`src/rtl/apb_i2c_bridge_slave.sv`:
```
// ---------------------------------------------------------------------------
// apb_i2c_bridge_slave
//
// APB responder that turns one APB transfer into one command on an I2C
// master's command port, waits for that command to complete (or time out),
// and then completes the APB transfer with read data and a one-cycle ready.
// The APB address carries the I2C target: addr[7:6] is the device address,
// addr[5:0] is the memory address inside that device.
//
// Parameters
//   SLAVE_ID        sel value that selects this responder
//   TIMEOUT_CYCLES  cycles to wait for i2c_done before giving up (1..65535)
//
// Ports
//   clk, reset            clock (posedge) / asynchronous active-low reset
//   sel, enable, write    APB select, access phase, direction (1 = write)
//   addr, wdata           APB address {dev, mem_addr} and write data
//   rdata, ready, err     APB read data, completion pulse, sticky error
//   i2c_req               command request, held until done or timeout
//   i2c_rw                1 = I2C write, 0 = I2C read
//   i2c_dev, i2c_mem_addr I2C device / in-device memory address
//   i2c_wdata             byte to write
//   i2c_done, i2c_nack    completion pulse and NACK flag from the I2C master
//   i2c_rdata             byte read, valid with i2c_done
// ---------------------------------------------------------------------------
module apb_i2c_bridge_slave #(
    parameter logic [1:0] SLAVE_ID       = 2'd2,
    parameter int         TIMEOUT_CYCLES = 255
) (
    input  logic       clk,
    input  logic       reset,
    input  logic [1:0] sel,
    input  logic       enable,
    input  logic       write,
    input  logic [7:0] addr,
    input  logic [7:0] wdata,
    output logic [7:0] rdata,
    output logic       ready,
    output logic       err,
    output logic       i2c_req,
    output logic       i2c_rw,
    output logic [1:0] i2c_dev,
    output logic [5:0] i2c_mem_addr,
    output logic [7:0] i2c_wdata,
    input  logic       i2c_done,
    input  logic       i2c_nack,
    input  logic [7:0] i2c_rdata
);

    localparam int                CNT_W    = $clog2(TIMEOUT_CYCLES + 1);
    localparam logic [CNT_W-1:0]  CNT_LAST = CNT_W'(TIMEOUT_CYCLES - 1);

    typedef enum logic [1:0] {
        S_IDLE,
        S_REQ,
        S_DONE,
        S_DRAIN
    } state_t;

    state_t           state_q, state_d;
    logic [7:0]       rdata_q, rdata_d;
    logic             err_q, err_d;
    logic             rw_q, rw_d;
    logic [1:0]       dev_q, dev_d;
    logic [5:0]       mem_q, mem_d;
    logic [7:0]       wdata_q, wdata_d;
    logic [CNT_W-1:0] cnt_q, cnt_d;

    logic             sel_hit;
    logic             timeout;
    logic [CNT_W-1:0] cnt_inc;

    assign sel_hit = (sel == SLAVE_ID);
    assign timeout = (cnt_q == CNT_LAST);
    // Saturating increment: the counter must never wrap back into range.
    assign cnt_inc = (cnt_q == {CNT_W{1'b1}}) ? cnt_q : cnt_q + 1'b1;

    always_ff @(posedge clk or negedge reset) begin
        if (!reset) begin
            state_q <= S_IDLE;
            rdata_q <= 8'h00;
            err_q   <= 1'b0;
            rw_q    <= 1'b0;
            dev_q   <= 2'd0;
            mem_q   <= 6'd0;
            wdata_q <= 8'h00;
            cnt_q   <= '0;
        end else begin
            state_q <= state_d;
            rdata_q <= rdata_d;
            err_q   <= err_d;
            rw_q    <= rw_d;
            dev_q   <= dev_d;
            mem_q   <= mem_d;
            wdata_q <= wdata_d;
            cnt_q   <= cnt_d;
        end
    end

    always_comb begin
        state_d = state_q;
        rdata_d = rdata_q;
        err_d   = err_q;
        rw_d    = rw_q;
        dev_d   = dev_q;
        mem_d   = mem_q;
        wdata_d = wdata_q;
        cnt_d   = cnt_q;

        unique case (state_q)
            S_IDLE: begin
                // Only a setup phase starts a command; an access phase with
                // no preceding setup is not a valid transfer start.
                if (sel_hit && !enable) begin
                    rw_d    = write;
                    dev_d   = addr[7:6];
                    mem_d   = addr[5:0];
                    wdata_d = wdata;
                    err_d   = 1'b0;
                    cnt_d   = '0;
                    state_d = S_REQ;
                end
            end
            S_REQ: begin
                cnt_d = cnt_inc;
                // Completion takes priority over timeout and over abort.
                if (i2c_done) begin
                    if (i2c_nack) begin
                        err_d = 1'b1;
                        if (!rw_q) rdata_d = 8'hFF;
                    end else if (!rw_q) begin
                        rdata_d = i2c_rdata;
                    end
                    state_d = S_DONE;
                end else if (timeout) begin
                    err_d   = 1'b1;
                    rdata_d = 8'hFF;
                    state_d = S_DONE;
                end else if (!sel_hit) begin
                    state_d = S_DRAIN;
                end
            end
            S_DRAIN: begin
                // The APB side is gone, but the I2C command is in flight and
                // must be allowed to finish; its data is discarded.
                cnt_d = cnt_inc;
                if (i2c_done) begin
                    if (i2c_nack) err_d = 1'b1;
                    state_d = S_IDLE;
                end else if (timeout) begin
                    err_d   = 1'b1;
                    state_d = S_IDLE;
                end
            end
            S_DONE: begin
                if (!sel_hit || enable) state_d = S_IDLE;
            end
            default: state_d = S_IDLE;
        endcase
    end

    assign i2c_req      = (state_q == S_REQ) || (state_q == S_DRAIN);
    // Combinational so the pulse lands in the first DONE cycle the master
    // is in its access phase, one cycle after i2c_done.
    assign ready        = (state_q == S_DONE) && sel_hit && enable;
    assign rdata        = rdata_q;
    assign err          = err_q;
    assign i2c_rw       = rw_q;
    assign i2c_dev      = dev_q;
    assign i2c_mem_addr = mem_q;
    assign i2c_wdata    = wdata_q;

endmodule

```
`config.mk`:
```
export PLATFORM = sky130hd
export DESIGN_NAME = apb_i2c_bridge_slave
export DESIGN_NICKNAME = d
export VERILOG_FILES = /design/src/rtl/apb_i2c_bridge_slave.sv
export SDC_FILE = /design/constraint.sdc
export NUM_CORES = 1
export LEC_CHECK = 0
export ABC_AREA = 1
export ABC_CLOCK_PERIOD_IN_PS = 2200
export CAP_MARGIN = 20
export CORE_MARGIN = 10
export CORE_UTILIZATION = 40
export CTS_CLUSTER_SIZE = 10
export DETAILED_ROUTE_END_ITERATION = 10
export PLACE_DENSITY = 0.72
export RECOVER_POWER = 50
export SLEW_MARGIN = 10
export SYNTH_ARGS = -nofsm -noshare
export SYNTH_HDL_FRONTEND = slang
export SYNTH_SLANG_ARGS = --single-unit
```
`constraint.sdc`:
```
create_clock -name clk -period 2.2 [get_ports clk]
set_input_delay 0.33 -clock clk [delete_from_list [all_inputs] [get_ports clk]]
set_output_delay 0.33 -clock clk [all_outputs]
set_load 0.1 [all_outputs]
```
**Yosys cells after proc, flatten, opt, wreduce, memory -nomap -nowiden**

Cells that the tools add are included.

- Flip-flop bits (word level): 36
- Bits of input ports: 32
- Logic and storage cells: 60

- $add $sub $neg: 1
- Equal/unequal tests: 14
- Muxes and demuxes: 21
- Reduce and logical (&&, ||, !) cells: 16

Operators with widths:

| kind | number |
|---|---|
| $mux 8 | 7 |
| $eq 8x8->1 const B | 2 |
| $pmux 8 s2 | 1 |
| $mux 2 | 7 |
| $add 8x1->8 const B | 1 |
| $ne 2x2->1 const B | 4 |
| $pmux 2 s4 | 1 |
| $reduce_and 4->1 | 2 |
| $eq 2x2->1 const B | 3 |
| $reduce_and 3->1 | 2 |
| $mux 1 | 4 |
| $ne 4x4->1 const B | 1 |
| $reduce_bool 2->1 | 2 |
| $logic_and 1x1->1 | 3 |
| $ne 3x1->1 const B | 1 |
| $ne 3x2->1 const B | 1 |
| $ne 3x3->1 const B | 1 |
| $eq 2x1->1 const B | 1 |
| $logic_not 1->1 | 2 |
| $logic_not 2->1 | 1 |
| $logic_or 1x1->1 | 2 |
| $pmux 1 s2 | 1 |
| $reduce_and 2->1 | 1 |
| $reduce_or 2->1 | 1 |

**Logic depth before layout (Yosys ltp)**

- Depth in word-level cells: 5
- Gate-level depth with buffers: 10
- Gate-level depth less buffers: 9

**Worst setup path before layout**

Ideal clock, no wire load.

- Path kind: register -> output
- From: register state_q[0]
- To: output port ready
- Arrival time: 2.718 ns
- Required time: 1.870 ns
- Slack: -0.848 ns
- Stages on the path, launching flop included: 5
- Cells stage by stage: dfrtp_1 buf_2 inv_2 nand2_1 nor3_1

- Word-level cells in the longest chain between the ends: 3

RTL lines:

| item | RTL line | RTL |
|---|---|---|
| start: declaration | 60 | `state_t state_q, state_d;` |
| start signal: assignment | 89 | `state_q <= state_d;` |
| $eq 2x2->1 | 165 | `assign ready = (state_q == S_DONE) && sel_hit && enable;` |
| $logic_and 1x1->1 (2 in a row) | 165 |  |
| end: declaration | 38 | `output logic ready,` |

Every way passes these cells.

**Final worst setup path**

- From: register wdata_q[5], in the netlist i2c_wdata[5]
- To: output port i2c_wdata[5]

RTL lines:

| item | RTL line | RTL |
|---|---|---|
| start: declaration | 66 | `logic [7:0] wdata_q, wdata_d;` |
| start signal: assignment | 95 | `wdata_q <= wdata_d;` |
| end: declaration | 44 | `output logic [7:0] i2c_wdata,` |

No word-level cell between the ends.

==> metrics.log <==
INFO  metric floorplan.rows = 23
INFO  metric ys_seq_elements = 36
INFO  metric ys_top_cells_by_area = sky130_fd_sc_hd__dfrtp_1 52%, sky130_fd_sc_hd__nand2_1 20%, sky130_fd_sc_hd__nand3_1 4.0%, sky130_fd_sc_hd__o21ai_2 4.0%, sky130_fd_sc_hd__inv_1 2.8%
INFO  metric num_antenna_cells = 0
INFO  metric routed_wire_length_per_instance = 13.3 um
INFO  metric routed_via_count_divided_by_cell_count = 4.59
INFO  metric drive_gt1_frac = 0.162
INFO  metric synth_compound_area_frac = 0.0675
INFO  metric detail_route.first_pass.iterations = 4
INFO  metric synth_edf_count = 0
INFO  metric netlist_area = 1740 um^2
INFO  metric synth_nets = 245
INFO  metric crit_type = register to output port
INFO  metric global_route_wire_length_before_repair = 7010 um
INFO  metric cts_setup_buffers = 0
INFO  metric maximum_clock_path_buffer_count = 2
INFO  metric yosys.area_share.simple = 0.335
INFO  metric signed_area_change_from_the_synthesized_netlist_to_the_final_layout = 35.3%
INFO  metric antenna_found_initial = 0
INFO  metric die_width = 86.0 um
INFO  metric rsz0062_at_grt = false
INFO  metric synth_top_cell_area_share = 0.517
INFO  metric highest_utilization_routing_layer_at_the_global_route_stage = met2
INFO  metric finalClockSkew = 0.00299 ns
INFO  metric gp_congestion = 0.813
INFO  metric max_cap_viol_count = 1
INFO  metric netlist_instances = 211
INFO  metric final_number_of_setup_violating_endpoints = 0
INFO  metric timing.critical_path.fanout_max = 2
INFO  metric clock-root-buffer = sky130_fd_sc_hd__clkbuf_8
INFO  metric floorplan.initialDensity = 0.423
INFO  metric synthDominantAreaCellType = sky130_fd_sc_hd__dfrtp_1
INFO  metric status = finished, violations left
INFO  metric synth_xor_xnor_area_share = 0.0101
INFO  metric cell_count_of_the_worst_reg_to_reg_path = 5
INFO  metric hold_buffers = 0
INFO  metric synth_fa_ha_area_frac = 0.0144
INFO  metric grtUsageMet1 = 0.131
INFO  metric cts_repair_resize_count = 0
INFO  metric critical_path.max_stage_delay = 0.88 ns
INFO  metric avgSynthCellArea = 8.25 um^2
INFO  metric finalCritPeriodShare = 0.846
INFO  metric clkTransAtPathRegs = 0.07 ns
INFO  metric number_of_distinct_library_cell_variants_in_the_gate_level_netlist_after_synthesis = 26
INFO  metric violations = capacitance limit, slew limit
INFO  metric cts_tree = built
INFO  metric synthFlopType = sky130_fd_sc_hd__dfrtp_1
INFO  metric globalRouteTotalUtil = 0.117
INFO  metric critical-path-slowest-cell = sky130_fd_sc_hd__clkbuf_1
INFO  metric cpLargestDelayFamily = buffers and inverters
INFO  metric detailroute.via_count = 1477
INFO  metric first_iter_violations = 64
INFO  metric data_arrival_time_of_the_critical_path = 1.53 ns
INFO  metric r2r_slack = 0.64 ns
INFO  metric max-slew-margin-rel = -0.283
INFO  metric cells_traversed_along_the_worst_timing_path = clkbuf_1
INFO  metric clk_sinks = 36
INFO  metric finalWorstPathRequiredPeriod = 1.86 ns
INFO  metric post-synth-top-count-cell = sky130_fd_sc_hd__nand2_1
INFO  metric worst_skew_pair.late_latency = 0.29 ns
INFO  metric die_height = 86.0 um
INFO  metric hold_depth = 2
INFO  metric cts.htree.levels = 2
INFO  metric final_nets = 305
INFO  metric setup_tns_final = 0 ns
INFO  metric first_global_vias = 1514
INFO  metric io_buffer_count = 59
INFO  metric crit_required = 1.87 ns
INFO  metric grt_start_max_net_pins = 37
INFO  metric place_hpwl = 3200 um
INFO  metric gr_met3_demand_resource = 0.0520
INFO  metric synth_sequential_area_ratio = 0.517
INFO  metric crit_path_start_kind = register
INFO  metric timing.hold.worst.start = rdata[1]
INFO  metric worst_margin_pin_slew = 1.92 ns
INFO  metric worstSetupEndpointType = output port
INFO  metric finalMaxSlewViolations = 37
INFO  metric timing.hold.worst.class = register to register
INFO  metric met2_usage = 0.189
INFO  metric ys_top_cells_by_count = 91 x sky130_fd_sc_hd__nand2_1, 36 x sky130_fd_sc_hd__dfrtp_1, 14 x sky130_fd_sc_hd__nand3_1
INFO  metric grt_remaining_overflow = 0
INFO  metric tritoncts_buffer_count = 5
INFO  metric postRouteWirelength = 4290 um
INFO  metric critical_path_buf_inv_count = 1
INFO  metric placeableCoreArea = 4120 um^2
INFO  metric synth_top_family_by_area = simple AND/OR/NAND/NOR gates
INFO  metric floorplan.die_area = 7390 um^2
INFO  metric achievable-frequency = 538 MHz
INFO  metric hold_viol_final = 0
INFO  metric ios = 60
INFO  metric post_synth_mux_area_share = 0
INFO  metric reg2reg_to = i2c_wdata[6]
INFO  metric detail-route-antenna-nets = 0
INFO  metric worstHoldEndpoint = rdata[1]
INFO  metric ys.warnings.count = 0
INFO  metric r2r-start = state_q[0]
INFO  metric asyncSetResetFlopFracSynth = 1.00
INFO  metric drt_drc_violations_left = 0
[through the flow]
step | setup WS (ns) | util | std cells | cell area (um^2) | hold slack [ns]
floorplan | 0.00774 | - | 211 | 1750 | 0.0344
global placement | 0.369 | 0.560 | 314 | 2300 | 0.464
detailed placement | 0.318 | 0.560 | 314 | 2300 | 0.466
CTS | 0.354 | 0.586 | 322 | 2410 | 0.154
global route | 0.129 | 0.573 | 322 | 2360 | 0.508
finish | 0.340 | 0.573 | 322 | 2360 | 0.480
[cell usage in the layout (no fill, tap or decap)]
cell,n
sky130_fd_sc_hd__o21ai_1,1
sky130_fd_sc_hd__o21ai_0,6
sky130_fd_sc_hd__o21ai_2,8
sky130_fd_sc_hd__nor3_2,1
sky130_fd_sc_hd__buf_12,1
sky130_fd_sc_hd__inv_2,1
sky130_fd_sc_hd__clkbuf_8,5
sky130_fd_sc_hd__or2_2,1
sky130_fd_sc_hd__clkdlybuf4s50_1,30
sky130_fd_sc_hd__inv_1,13
sky130_fd_sc_hd__buf_4,14
sky130_fd_sc_hd__ha_1,2
sky130_fd_sc_hd__a21oi_1,1
sky130_fd_sc_hd__nand2_4,3
sky130_fd_sc_hd__clkinv_2,1
sky130_fd_sc_hd__nor2_2,2
sky130_fd_sc_hd__dfrtp_1,36
sky130_fd_sc_hd__nand2_1,91
sky130_fd_sc_hd__xnor2_1,2
sky130_fd_sc_hd__clkbuf_1,16
sky130_fd_sc_hd__clkinv_1,1
sky130_fd_sc_hd__nand3_1,14
sky130_fd_sc_hd__nor2_1,13
sky130_fd_sc_hd__nand4_1,1
sky130_fd_sc_hd__nand3_4,1
sky130_fd_sc_hd__nand2_2,3
sky130_fd_sc_hd__bufinv_16,1
sky130_fd_sc_hd__nor2_4,2
sky130_fd_sc_hd__o21a_1,1
[per-layer routing]
metal  share of wire  vias to the layer above  wire length, um
met5               0                        -                0
met4          0.0084                        0               36
met3           0.085                        4              365
met2            0.49                       45             2090
met1            0.42                      659             1800
li1                -                      769                -
[area by class of cell]
cell class | count | area, um^2
fill | 398 | 1760
clock buffer | 6 | 72.6
timing repair buffer | 60 | 482
clock inverter | 2 | 35.0
inverter | 15 | 56.3
multi-input combinational | 153 | 748
tap | 50 | 62.6
sequential | 36 | 901
[cells by family (layout without fill, tap and decap cells)]
logic type | after synthesis | count (layout)
buf+inv | 22 | 83
compound gates | 17 | 17
fa+ha+maj | 2 | 2
flops | 36 | 36
xor+xnor | 2 | 2
simple gates | 132 | 132
[worst max-delay path by stage]
stage / from / endpoint / slack (ns) / cells after the start
2_1_floorplan: state_q[0] / ready / 0.008 / 4
4_1_cts: state_q[0] / ready / 0.35 / 4
3_3_place_gp: enable / i2c_dev[1] / 0.37 / 8
3_5_place_dp: enable / i2c_wdata[6] / 0.32 / 8
6_report: i2c_wdata[5] / i2c_wdata[5] / 0.34 / 1
5_1_grt: reset / cnt_q[0] / 0.13 / 1
[state kept, by name, summed over array words and instances, names as in the netlist]
register	count
i2c_mem_addr	6
i2c_wdata	8
state_q	2
rdata	8
i2c_rw	1
err	1
i2c_dev	2
cnt_q	8
Power is not shown: default switching activity piles up to over one toggle a cycle in this logic, so the estimate is an artifact.
==> patch (config.mk and constraints unchanged) <==
The 4 states of `state_t` get a one-hot encoding in 4 bits.
--- a/src/rtl/apb_i2c_bridge_slave.sv
+++ b/src/rtl/apb_i2c_bridge_slave.sv
@@ -50,11 +50,11 @@
     localparam int                CNT_W    = $clog2(TIMEOUT_CYCLES + 1);
     localparam logic [CNT_W-1:0]  CNT_LAST = CNT_W'(TIMEOUT_CYCLES - 1);
 
-    typedef enum logic [1:0] {
-        S_IDLE,
-        S_REQ,
-        S_DONE,
-        S_DRAIN
+    typedef enum logic [3:0] {
+        S_IDLE  = 4'b0001,
+        S_REQ   = 4'b0010,
+        S_DONE  = 4'b0100,
+        S_DRAIN = 4'b1000
     } state_t;
 
     state_t           state_q, state_d;
Behaviour: same outputs for any inputs over 10 cycles, from zero or initial values and one cycle with reset low; not proved beyond that.
==> patch against the original RTL <==
  * Wire length rose by 11%
  * Final cell count rose by 13%
  * Highest routed layer unchanged
  * Synthesized area rose by 12%
  * Worst setup slack got worse by 0.0021 ns
  * Final area rose by 9.1%
  * Sequential cell count rose by 2
  * Non-clock buffer count fell by 1
  * Critical endpoint is now i2c_mem_addr[4]
Power is not shown: default switching activity piles up to over one toggle a cycle in this logic, so the estimate is an artifact.
==> patch: results <==
export IMPL_wl_met3_um=273
export IMPL_async_flop_share=1.000
export IMPL_status="complete, no violations"
export IMPL_grt_util_met2=0.2058
export IMPL_synth_compound_area_frac=0.05392
export IMPL_skew_ns=0.008152
export IMPL_use_met3=0.04323
export IMPL_met1_usage=0.1406
export IMPL_drt_total_wl_mm=4.765
export IMPL_grt_pass1_vias=1758
export IMPL_synth_nets=270
export IMPL_synth_cell_types=29
export IMPL_synthAdderAreaFrac=0.01284
export IMPL_ys_top_cells_by_area="dfrtp_1 47%, nand2_1 19%, nand3_1 4.6%, nor2_1 3.7%, o21ai_2 3.6%"
export IMPL_io_buffers=59
export IMPL_clock_area_frac=0.03551
export IMPL_drt_iter0_markers=73
export IMPL_nets=331
export IMPL_routed_top_layer="met4"
export IMPL_insertion_delay_ns=0.29
export IMPL_synth_xor_area_frac=0.01348
export IMPL_num_nonclk_buffers=59
export IMPL_min_path_type="input port to async pin"
export IMPL_slew_limit_headroom=0.1994
export IMPL_grt_total_usage=0.1239
export IMPL_critical_path_startpoint="i2c_mem_addr[4]$_DFFE_PN0P_"
export IMPL_multi_input_gates=174
export IMPL_buffer_area_frac=0.1897
export IMPL_ant_nets=0
export IMPL_clkSinkCount=38
export IMPL_synthTopCellsByCount="98 x nand2_1, 37 x dfrtp_1, 19 x nor2_1"
export IMPL_drive_gt1_frac=0.1913
export IMPL_grt_max_degree=39
export IMPL_inverters_excl_clock=19
export IMPL_clockRootBuffer="clkbuf_8"
export IMPL_met2_wirelength_mm=2.374
export IMPL_viasPerCell=4.551
export IMPL_seq_area_um2=952.2
export IMPL_grt_pass1_wl_mm=8.335
export IMPL_routabilityCongestion=0.7682
export IMPL_regToRegStartpoint="cnt_q[0]$_DFFE_PN0P_"
export IMPL_dp_slack_ns=0.2799
export IMPL_routedLengthMet1_mm=2.039
export IMPL_dpl_hpwl_mm=3.647
export IMPL_fillers=463
export IMPL_seq_area_frac_synth=0.4884
export IMPL_crit_slowest_cell="clkbuf_1"
export IMPL_multi_input_area_share=0.3434
export IMPL_clkbuf_count=7
==> patch: cell types whose count changed after synthesis, sizes merged, moves of 2 or more <==
cell	change
nand3	+5
nand2	+10
o21ai	-6
inv	+5
nor2	+9
xor2	+2
==> patch: through the flow <==
stage	area, um^2	instances
global route	2572	365
floorplan	1954	236
global placement	2534	357
finish	2572	365
CTS	2625	365
detailed placement	2534	357
==> patch: path summary, 6_finish.rpt <==
kind                                       endpoint  slack, ns  depth (start not counted)
setup / recovery                    i2c_mem_addr[4]       0.34                          1
hold / removal               state_q[2]$_DFFE_PN0P_       0.17                          1
setup reg to reg               rdata[2]$_DFFE_PN0P_       0.64                          9
hold reg to reg            i2c_wdata[4]$_DFFE_PN0P_       0.48                          2
max in group asynchronous      rdata[7]$_DFFE_PN0P_       1.44                          1
min in group clk           i2c_wdata[4]$_DFFE_PN0P_       0.48                          2
